**config.mk**
```make
export PLATFORM = sky130hd
export DESIGN_NAME = serial_addsub_flat
export DESIGN_NICKNAME = d
export VERILOG_FILES = /design/src/rtl/serial_addsub_if.sv /design/src/rtl/serial_addsub.sv /design/src/flat_wrapper.sv
export SDC_FILE = /design/constraint.sdc
export NUM_CORES = 1
export LEC_CHECK = 0
export BUFFER_PORTS_ARGS = -buffer_cell sky130_fd_sc_hd__buf_2
export CORE_MARGIN = 2
export CORE_UTILIZATION = 25
export CTS_BUF_LIST = sky130_fd_sc_hd__clkbuf_8
export CTS_CLUSTER_SIZE = 28
export DETAILED_ROUTE_END_ITERATION = 12
export GPL_ROUTABILITY_DRIVEN = 0
export PLACE_DENSITY = 0.39
export SLEW_MARGIN = 40
export SYNTH_ARGS = -nofsm -noshare
export SYNTH_HDL_FRONTEND = slang
export SYNTH_SLANG_ARGS = --single-unit
export TNS_END_PERCENT = 20
```
**constraint.sdc**
```tcl
create_clock -name clk -period 3.7 [get_ports clk]
set_input_delay 0.925 -clock clk [delete_from_list [all_inputs] [get_ports clk]]
set_output_delay 0.925 -clock clk [all_outputs]
set_load 0.005 [all_outputs]
```
**src/rtl/serial_addsub_if.sv**
```systemverilog
// Operand/result handshake bundle for serial_addsub.
// The producer/consumer side uses the master modport, the arithmetic block uses slave.
// The ovf line exists only when SERIAL_ADDSUB_OVF_EN is defined.
interface serial_addsub_if #(
  parameter int WIDTH = 8
);
  logic             in_valid;
  logic             in_ready;
  logic [WIDTH-1:0] a;
  logic [WIDTH-1:0] b;
  logic             sub;
  logic             out_valid;
  logic             out_ready;
  logic [WIDTH-1:0] result;
  logic             cout;
  logic             busy;
`ifdef SERIAL_ADDSUB_OVF_EN
  logic             ovf;
`endif

  modport master (
    output in_valid, a, b, sub, out_ready,
`ifdef SERIAL_ADDSUB_OVF_EN
    input  ovf,
`endif
    input  in_ready, out_valid, result, cout, busy
  );

  modport slave (
    input  in_valid, a, b, sub, out_ready,
`ifdef SERIAL_ADDSUB_OVF_EN
    output ovf,
`endif
    output in_ready, out_valid, result, cout, busy
  );
endinterface

```
**src/rtl/serial_addsub.sv**
```systemverilog
// Bit-serial WIDTH-bit adder/subtractor, LSB first, one carry/borrow flip-flop.
// One operand set is accepted in IDLE, WIDTH RUN cycles process one bit each,
// and the result is held in DONE until the consumer takes it.
// Optional signed-overflow output: define SERIAL_ADDSUB_OVF_EN.
module serial_addsub #(
  parameter int WIDTH = 8
) (
  input logic            clk,
  input logic            rst_n,
  serial_addsub_if.slave bus
);

  localparam int CW = (WIDTH > 2) ? $clog2(WIDTH) : 1;

  typedef enum logic [1:0] {
    IDLE = 2'd0,
    RUN  = 2'd1,
    DONE = 2'd2
  } state_t;

  state_t           state_q, state_d;
  logic [WIDTH-1:0] aSh_q, aSh_d;
  logic [WIDTH-1:0] bSh_q, bSh_d;
  logic             sub_q, sub_d;
  logic [WIDTH-1:0] result_q, result_d;
  logic             carry_q, carry_d;
  logic             cout_q, cout_d;
  logic [CW-1:0]    cnt_q, cnt_d;
`ifdef SERIAL_ADDSUB_OVF_EN
  logic             ovf_q, ovf_d;
`endif

  logic aBit, bBit, halfX, genTerm, propTerm, bitOut, carryNext;

  // Per-bit cell: half-add/half-sub terms combined into a full adder or subtractor
  always_comb begin
    aBit      = aSh_q[0];
    bBit      = bSh_q[0];
    halfX     = aBit ^ bBit;
    genTerm   = sub_q ? (~aBit & bBit) : (aBit & bBit);
    propTerm  = sub_q ? (~halfX & carry_q) : (halfX & carry_q);
    bitOut    = halfX ^ carry_q;
    carryNext = genTerm | propTerm;
  end

  // Next-state and datapath updates for the IDLE -> RUN -> DONE sequence
  always_comb begin
    state_d  = state_q;
    aSh_d    = aSh_q;
    bSh_d    = bSh_q;
    sub_d    = sub_q;
    result_d = result_q;
    carry_d  = carry_q;
    cout_d   = cout_q;
    cnt_d    = cnt_q;
`ifdef SERIAL_ADDSUB_OVF_EN
    ovf_d    = ovf_q;
`endif
    unique case (state_q)
      IDLE: begin
        if (bus.in_valid) begin
          aSh_d   = bus.a;
          bSh_d   = bus.b;
          sub_d   = bus.sub;
          carry_d = 1'b0;
          cnt_d   = '0;
          state_d = RUN;
        end
      end
      RUN: begin
        aSh_d    = {1'b0, aSh_q[WIDTH-1:1]};
        bSh_d    = {1'b0, bSh_q[WIDTH-1:1]};
        result_d = {bitOut, result_q[WIDTH-1:1]};
        carry_d  = carryNext;
        cnt_d    = cnt_q + CW'(1);
        if (cnt_q == CW'(WIDTH - 1)) begin
          cout_d  = carryNext;
`ifdef SERIAL_ADDSUB_OVF_EN
          ovf_d   = carry_q ^ carryNext;
`endif
          state_d = DONE;
        end
      end
      DONE: begin
        if (bus.out_ready) begin
          state_d = IDLE;
        end
      end
      default: begin
        state_d = IDLE;
      end
    endcase
  end

  // State and datapath registers; reset aborts any operation in flight
  always_ff @(posedge clk or negedge rst_n) begin
    if (!rst_n) begin
      state_q  <= IDLE;
      aSh_q    <= '0;
      bSh_q    <= '0;
      sub_q    <= 1'b0;
      result_q <= '0;
      carry_q  <= 1'b0;
      cout_q   <= 1'b0;
      cnt_q    <= '0;
`ifdef SERIAL_ADDSUB_OVF_EN
      ovf_q    <= 1'b0;
`endif
    end else begin
      state_q  <= state_d;
      aSh_q    <= aSh_d;
      bSh_q    <= bSh_d;
      sub_q    <= sub_d;
      result_q <= result_d;
      carry_q  <= carry_d;
      cout_q   <= cout_d;
      cnt_q    <= cnt_d;
`ifdef SERIAL_ADDSUB_OVF_EN
      ovf_q    <= ovf_d;
`endif
    end
  end

  assign bus.in_ready  = (state_q == IDLE);
  assign bus.out_valid = (state_q == DONE);
  assign bus.busy      = (state_q != IDLE);
  assign bus.result    = result_q;
  assign bus.cout      = cout_q;
`ifdef SERIAL_ADDSUB_OVF_EN
  assign bus.ovf       = ovf_q;
`endif

endmodule

```
**src/flat_wrapper.sv**
```systemverilog
// flat-port wrapper written by rule: the top's interface ports become plain ports
module serial_addsub_flat 
#(
  parameter int WIDTH = 8
)
  (clk, rst_n, bus_in_valid, bus_a, bus_b, bus_sub, bus_out_ready, bus_in_ready, bus_out_valid, bus_result, bus_cout, bus_busy);
  serial_addsub_if #(.WIDTH(WIDTH)) bus_i ();
  input logic clk;
  input logic rst_n;
  input wire logic [$bits(bus_i.in_valid)-1:0] bus_in_valid;
  input wire logic [$bits(bus_i.a)-1:0] bus_a;
  input wire logic [$bits(bus_i.b)-1:0] bus_b;
  input wire logic [$bits(bus_i.sub)-1:0] bus_sub;
  input wire logic [$bits(bus_i.out_ready)-1:0] bus_out_ready;
  output wire logic [$bits(bus_i.in_ready)-1:0] bus_in_ready;
  output wire logic [$bits(bus_i.out_valid)-1:0] bus_out_valid;
  output wire logic [$bits(bus_i.result)-1:0] bus_result;
  output wire logic [$bits(bus_i.cout)-1:0] bus_cout;
  output wire logic [$bits(bus_i.busy)-1:0] bus_busy;
  assign bus_i.in_valid = bus_in_valid;
  assign bus_i.a = bus_a;
  assign bus_i.b = bus_b;
  assign bus_i.sub = bus_sub;
  assign bus_i.out_ready = bus_out_ready;
  assign bus_in_ready = bus_i.in_ready;
  assign bus_out_valid = bus_i.out_valid;
  assign bus_result = bus_i.result;
  assign bus_cout = bus_i.cout;
  assign bus_busy = bus_i.busy;
  serial_addsub #(.WIDTH(WIDTH)) u_core (.clk(clk), .rst_n(rst_n), .bus(bus_i));
endmodule
```
==> results of run 1 <==
critical path, stage by stage (launching register included):
cell and delay, ns:
dfrtp_1 0.83, nor2b_1 0.25, buf_2 0.14
metal layers:
layer / vias up / share of wire
met5: - / 0
met4: 0 / 0.014
met3: 5 / 0.059
met2: 30 / 0.47
met1: 514 / 0.46
li1: 536 / -
per-stage QoR:
stage | util | total power [mW] | instance area [um2] | hold WS [ns]
after floorplan | - | 0.934 | 1400 | 0.454
after global placement | 0.297 | 1.07 | 1620 | 0.457
after detailed placement | 0.297 | 1.09 | 1620 | 0.465
after CTS | 0.317 | 1.42 | 1730 | 0.481
after global routing | 0.319 | 1.53 | 1730 | 0.515
final | 0.319 | 1.40 | 1730 | 0.471
final cells by class:
type,instances,area [um2]
clock buffers,5,68.8
clock inverters,3,38.8
fillers,583,3710
inverters,2,7.51
multi-input cells,95,548
flip-flops and latches,32,802
well taps,72,90.1
repair buffers,34,178
logic make-up after synthesis:
family	Yosys count	share of synthesized area
DFF	32	0.572
muxes	2	0.0161
adders and majority gates	3	0.0259
buffers and inverters	11	0.0385
xor gates and xnor gates	3	0.0188
AOI/OAI and AO/OA	38	0.178
and+or+nand+nor	49	0.150
flip-flops by register name (all words and copies together), names as in the netlist:
signal and count:
u_core.carry_q 1, u_core.bSh_q 8, u_core.cnt_q 3, u_core.sub_q 1
u_core.state_q 2, u_core.bus.cout 1, u_core.bus.result 8, u_core.aSh_q 8
power by group through the flow:
| stage | registers [mW] | clock network, mW | logic (mW) |
|---|---|---|---|
| global placement | 0.629 | 0 | 0.444 |
| CTS | 0.627 | 0.338 | 0.456 |
| global route | 0.655 | 0.360 | 0.517 |
| detailed placement | 0.633 | 0 | 0.454 |
| floorplan | 0.576 | 0 | 0.357 |
| finish | 0.628 | 0.327 | 0.443 |
layout by cell type, fill, tap and decap left out, types with 2 or more instances in the layout:
cell,synthesis,layout
dfrtp_1,32,31
a22oi_1,13,13
a21oi_1,2,2
a32o_1,2,2
buf_2,7,31
nand2_1,41,41
nand2b_1,2,2
xor2_1,2,2
inv_1,2,3
ha_1,2,2
o21ai_1,16,16
clkbuf_8,0,5
a22o_1,2,2
buf_4,1,3
nor2b_1,2,2
final timing paths:
check	startpoint	to	slack, ns	depth (start not counted)
setup / recovery	u_core.state_q[1]	bus_out_valid	1.27	2
hold reg to reg	u_core.bus.result[0]	u_core.bus.result[0]	0.47	2
min in group asynchronous	rst_n	u_core.bus.result[7]	0.57	1
hold / removal	u_core.bus.result[0]	u_core.bus.result[0]	0.47	2
setup reg to reg	u_core.state_q[1]	u_core.cnt_q[2]	2.00	3
max in group asynchronous	rst_n	u_core.state_q[0]	2.79	1
==> flow_metrics.env, run 1 <==
export IMPL_grt_pass1_vias=1137
export IMPL_drtIter0Drc=43
export IMPL_cp_end_kind="primary output"
export IMPL_netlist_area_um2=1400
export IMPL_drive_above_1_share=0.269
export IMPL_cts_sinks=32
export IMPL_grt_max_degree=33
export IMPL_period_share=0.655
export IMPL_async_flop_share=1.00
export IMPL_drc_errors=0
export IMPL_hp_class="register to register"
export IMPL_synth_top_area_cell="dfrtp_1"
export IMPL_worst_pin_slew_ns=0.756
export IMPL_switching_share=0.353
export IMPL_top_usage_layer="met2"
export IMPL_clock_latency_ns=0.28
export IMPL_core_area_um2=5440
export IMPL_clkTransAtPathRegs_ns=0.07
export IMPL_preCtsSetupSlack_ns=1.49
export IMPL_grt_use_total=0.116
export IMPL_p_int_mw=0.905
export IMPL_ant_nets=0
export IMPL_nets=193
export IMPL_worstPathArrival_ns=1.50
export IMPL_cts_root_buf="clkbuf_8"
export IMPL_chipHeight_um=78.8
export IMPL_rsz0062_at_grt="no"
export IMPL_max_freq_mhz=412
export IMPL_status="finished clean"
export IMPL_power_leakage_nw=0.850
export IMPL_synth_cells=138
export IMPL_ys_flop_type="dfrtp_1"
export IMPL_cts_setup_buffers=0
export IMPL_synth_area_leaders="dfrtp_1 (57%), nand2_1 (11%), a22oi_1 (7.0%)"
export IMPL_wl_per_cell_um=12.7
export IMPL_die_area_um2=6210
export IMPL_maxSlewHeadroom=0.496
export IMPL_grt_use_met2=0.185
export IMPL_diodes=0
export IMPL_p_switching_mw=0.493
export IMPL_ys_seq_elements=32
export IMPL_critPathMaxFanout=20
export IMPL_cts_tree="built"
export IMPL_peakVddDrop_uv=223
export IMPL_grtUsageMet1=0.147
export IMPL_fin_cells=243
export IMPL_met3_usage=0.0409
export IMPL_setup_viol=0
export IMPL_antenna_found_initial=0
export IMPL_cts_resized=0
export IMPL_maxCapViolations=0
export IMPL_seq_area_frac_synth=0.572
export IMPL_yosysUniqueCellTypes=26
export IMPL_fin_tns_setup_ns=0
export IMPL_comb_power_share=0.317
export IMPL_first_pass_iters=4
export IMPL_synth_most_common_cell="nand2_1"
export IMPL_clock_skew_ns=0.00804
export IMPL_min_period_ns=2.43
export IMPL_vias=1085
export IMPL_grt_remaining_overflow=0
export IMPL_critical_path_class="register to primary output"
export IMPL_synth_top_area_frac=0.572
export IMPL_clockBufferDepth=2
export IMPL_startpoint_type="register"
export IMPL_start_util=0.257
export IMPL_cts_hold_buf=0
export IMPL_grt_pass1_wl_um=5540
export IMPL_syn_num_nets=161
export IMPL_power_density_nw_per_um2=807
export IMPL_dpl_hpwl_um=2070
export IMPL_wirelength_um=3090
export IMPL_fp_dieW_um=78.8
export IMPL_timing_final_ws_setup_ns=1.27
export IMPL_synth_area_per_cell_um2=10.1
export IMPL_final_hold_viol_count=0
export IMPL_cts_max_level=2
export IMPL_numCtsBuffers=5
export IMPL_place_inst=235
export IMPL_synth_edf_count=0
export IMPL_slew_violations=0
export IMPL_row_count=27
export IMPL_netlist_top_cells_count="nand2_1 (41), dfrtp_1 (32), o21ai_1 (16)"
export IMPL_avgViaCountPerCell=4.47
export IMPL_ioPinCount=33
export IMPL_numPortBuffers=32
export IMPL_crit_required_ns=2.77
export IMPL_syn2layout_area_growth_pct=23.9
export IMPL_pwr_share_clk=0.234
export IMPL_synth_warnings=0
export IMPL_p_seq_frac=0.449
(Power assumes the default switching activity.)
==> run 2, diff against run 1 <==
--- a/config.mk
+++ b/config.mk
@@ -12,7 +12,7 @@
 export CTS_CLUSTER_SIZE = 28
 export DETAILED_ROUTE_END_ITERATION = 12
 export GPL_ROUTABILITY_DRIVEN = 0
-export PLACE_DENSITY = 0.39
+export PLACE_DENSITY = 0.41
 export SLEW_MARGIN = 40
 export SYNTH_ARGS = -nofsm -noshare
 export SYNTH_HDL_FRONTEND = slang
==> constraint.sdc (replaced) <==
create_clock -name clk -period 2.2 [get_ports clk]
set_input_delay 0.55 -clock clk [delete_from_list [all_inputs] [get_ports clk]]
set_output_delay 0.55 -clock clk [all_outputs]
set_load 0.005 [all_outputs]
==> flow_metrics.env, run 2 (synthesized netlist as in run 1, its figures left out) <==
export IMPL_drc_errors=0
export IMPL_first_pass_iters=4
export IMPL_cts_resized=0
export IMPL_fin_tns_setup_ns=0
export IMPL_vias=1122
export IMPL_grt_max_degree=33
export IMPL_p_int_mw=1.61
export IMPL_wirelength_um=3110
export IMPL_nets=196
export IMPL_grt_use_total=0.111
export IMPL_cp_end_kind="primary output"
export IMPL_ant_nets=0
export IMPL_crit_required_ns=1.65
export IMPL_max_freq_mhz=552
export IMPL_numPortBuffers=32
export IMPL_start_util=0.257
export IMPL_maxCapViolations=0
export IMPL_hp_class="input pin to async pin"
export IMPL_most_common_layout_cells="nand2_1 (41), buf_2 (32), dfrtp_1 (32)"
export IMPL_grt_pass1_vias=1133
export IMPL_slew_violations=0
export IMPL_p_switching_mw=0.836
export IMPL_fillers=587
export IMPL_startpoint_type="register"
export IMPL_antenna_found_initial=0
export IMPL_dpl_hpwl_um=2190
export IMPL_cts_root_buf="clkbuf_8"
export IMPL_peakVddDrop_uv=448
export IMPL_setup_viol=0
export IMPL_period_share=0.824
export IMPL_min_period_ns=1.81
export IMPL_rsz0062_at_grt="no"
export IMPL_drive_above_1_share=0.276
export IMPL_power_leakage_nw=0.866
export IMPL_syn2layout_area_growth_pct=26.3
export IMPL_cts_tree="built"
export IMPL_core_area_um2=5440
export IMPL_status="finished clean"
export IMPL_maxSlewHeadroom=0.525
export IMPL_wl_per_cell_um=12.6
export IMPL_clock_latency_ns=0.28
export IMPL_avgViaCountPerCell=4.56
export IMPL_grt_pass1_wl_um=5280
export IMPL_worstPathArrival_ns=1.26
export IMPL_cts_sinks=32
export IMPL_clock_skew_ns=0.00406
export IMPL_ioPinCount=33
export IMPL_switching_share=0.342
export IMPL_comb_power_share=0.326
export IMPL_pwr_share_clk=0.253
export IMPL_clockBufferDepth=2
export IMPL_p_seq_frac=0.421
export IMPL_worst_pin_slew_ns=0.713
export IMPL_grt_remaining_overflow=0
export IMPL_final_hold_viol_count=0
export IMPL_critPathMaxFanout=16
export IMPL_drtIter0Drc=39
export IMPL_total_power_mw=2.44
export IMPL_power_density_nw_per_um2=1380
export IMPL_die_area_um2=6210
export IMPL_row_count=27
export IMPL_layout_commonest_cell="nand2_1"
export IMPL_critical_path_class="register to primary output"
export IMPL_fp_dieW_um=78.8
export IMPL_cts_max_level=2
export IMPL_numCtsBuffers=5
export IMPL_chipHeight_um=78.8
export IMPL_clkTransAtPathRegs_ns=0.07
export IMPL_cts_setup_buffers=0
export IMPL_diodes=0
export IMPL_cts_hold_buf=0
-- run 2: metal layers --
metal,share of wire,vias to the layer above,wire length [um],track usage
met2,0.46,40,1430,0.173
met4,0.011,0,34,0.0421
li1,-,542,-,-
met1,0.45,536,1400,0.142
met3,0.077,4,240,0.0386
met5,0,-,0,0
-- run 2: worst max-delay path, cell delays in order (launching register included) --
cell	delay, ns
dfrtp_1	0.71
nor2b_1	0.12
buf_2	0.15
-- run 2: cell type report --
type / count / area [um2] / share of cell area
Sequential cell: 32 / 801 / 0.453
Clock inverter: 1 / 30.0 / 0.0170
Multi-Input combinational cell: 95 / 544 / 0.308
Inverter: 2 / 7.51 / 0.00425
Timing Repair Buffer: 37 / 198 / 0.112
Clock buffer: 7 / 96.3 / 0.0545
Tap cell: 72 / 90.1 / 0.0510
-- run 2: path summary, 6_finish.rpt --
check | start | to | slack, ns | cells past startpoint
min reg2reg | u_core.bus.result[0] | u_core.bus.result[0] | 0.48 | 2
max reg2reg | u_core.state_q[0] | u_core.aSh_q[2] | 0.63 | 3
max | u_core.state_q[0] | bus_out_valid | 0.39 | 2
min in group clk | bus_sub | u_core.sub_q | 0.48 | 2
min | rst_n | u_core.bus.cout | 0.32 | 1
max in group asynchronous | rst_n | u_core.aSh_q[3] | 1.43 | 1
-- run 2: power groups by stage --
stage | Clock, mW | Sequential [mW] | Combinational, mW
6_report | 0.619 | 1.03 | 0.797
4_1_cts | 0.643 | 1.03 | 0.820
2_1_floorplan | 0 | 0.969 | 0.601
3_5_place_dp | 0 | 1.04 | 0.820
3_3_place_gp | 0 | 1.03 | 0.787
5_1_grt | 0.667 | 1.07 | 0.927
-- run 2: through the flow --
stage | std cells | utilization | instance area, um2 | worst slack (ns) | hold slack (ns)
after floorplan | 138 | - | 1400 | 0.920 | 0.254
after global placement | 238 | 0.302 | 1640 | 0.667 | 0.456
after detailed placement | 238 | 0.302 | 1640 | 0.634 | 0.477
after CTS | 246 | 0.325 | 1770 | 0.364 | 0.339
after global routing | 246 | 0.325 | 1770 | 0.284 | 0.377
final | 246 | 0.325 | 1770 | 0.388 | 0.316
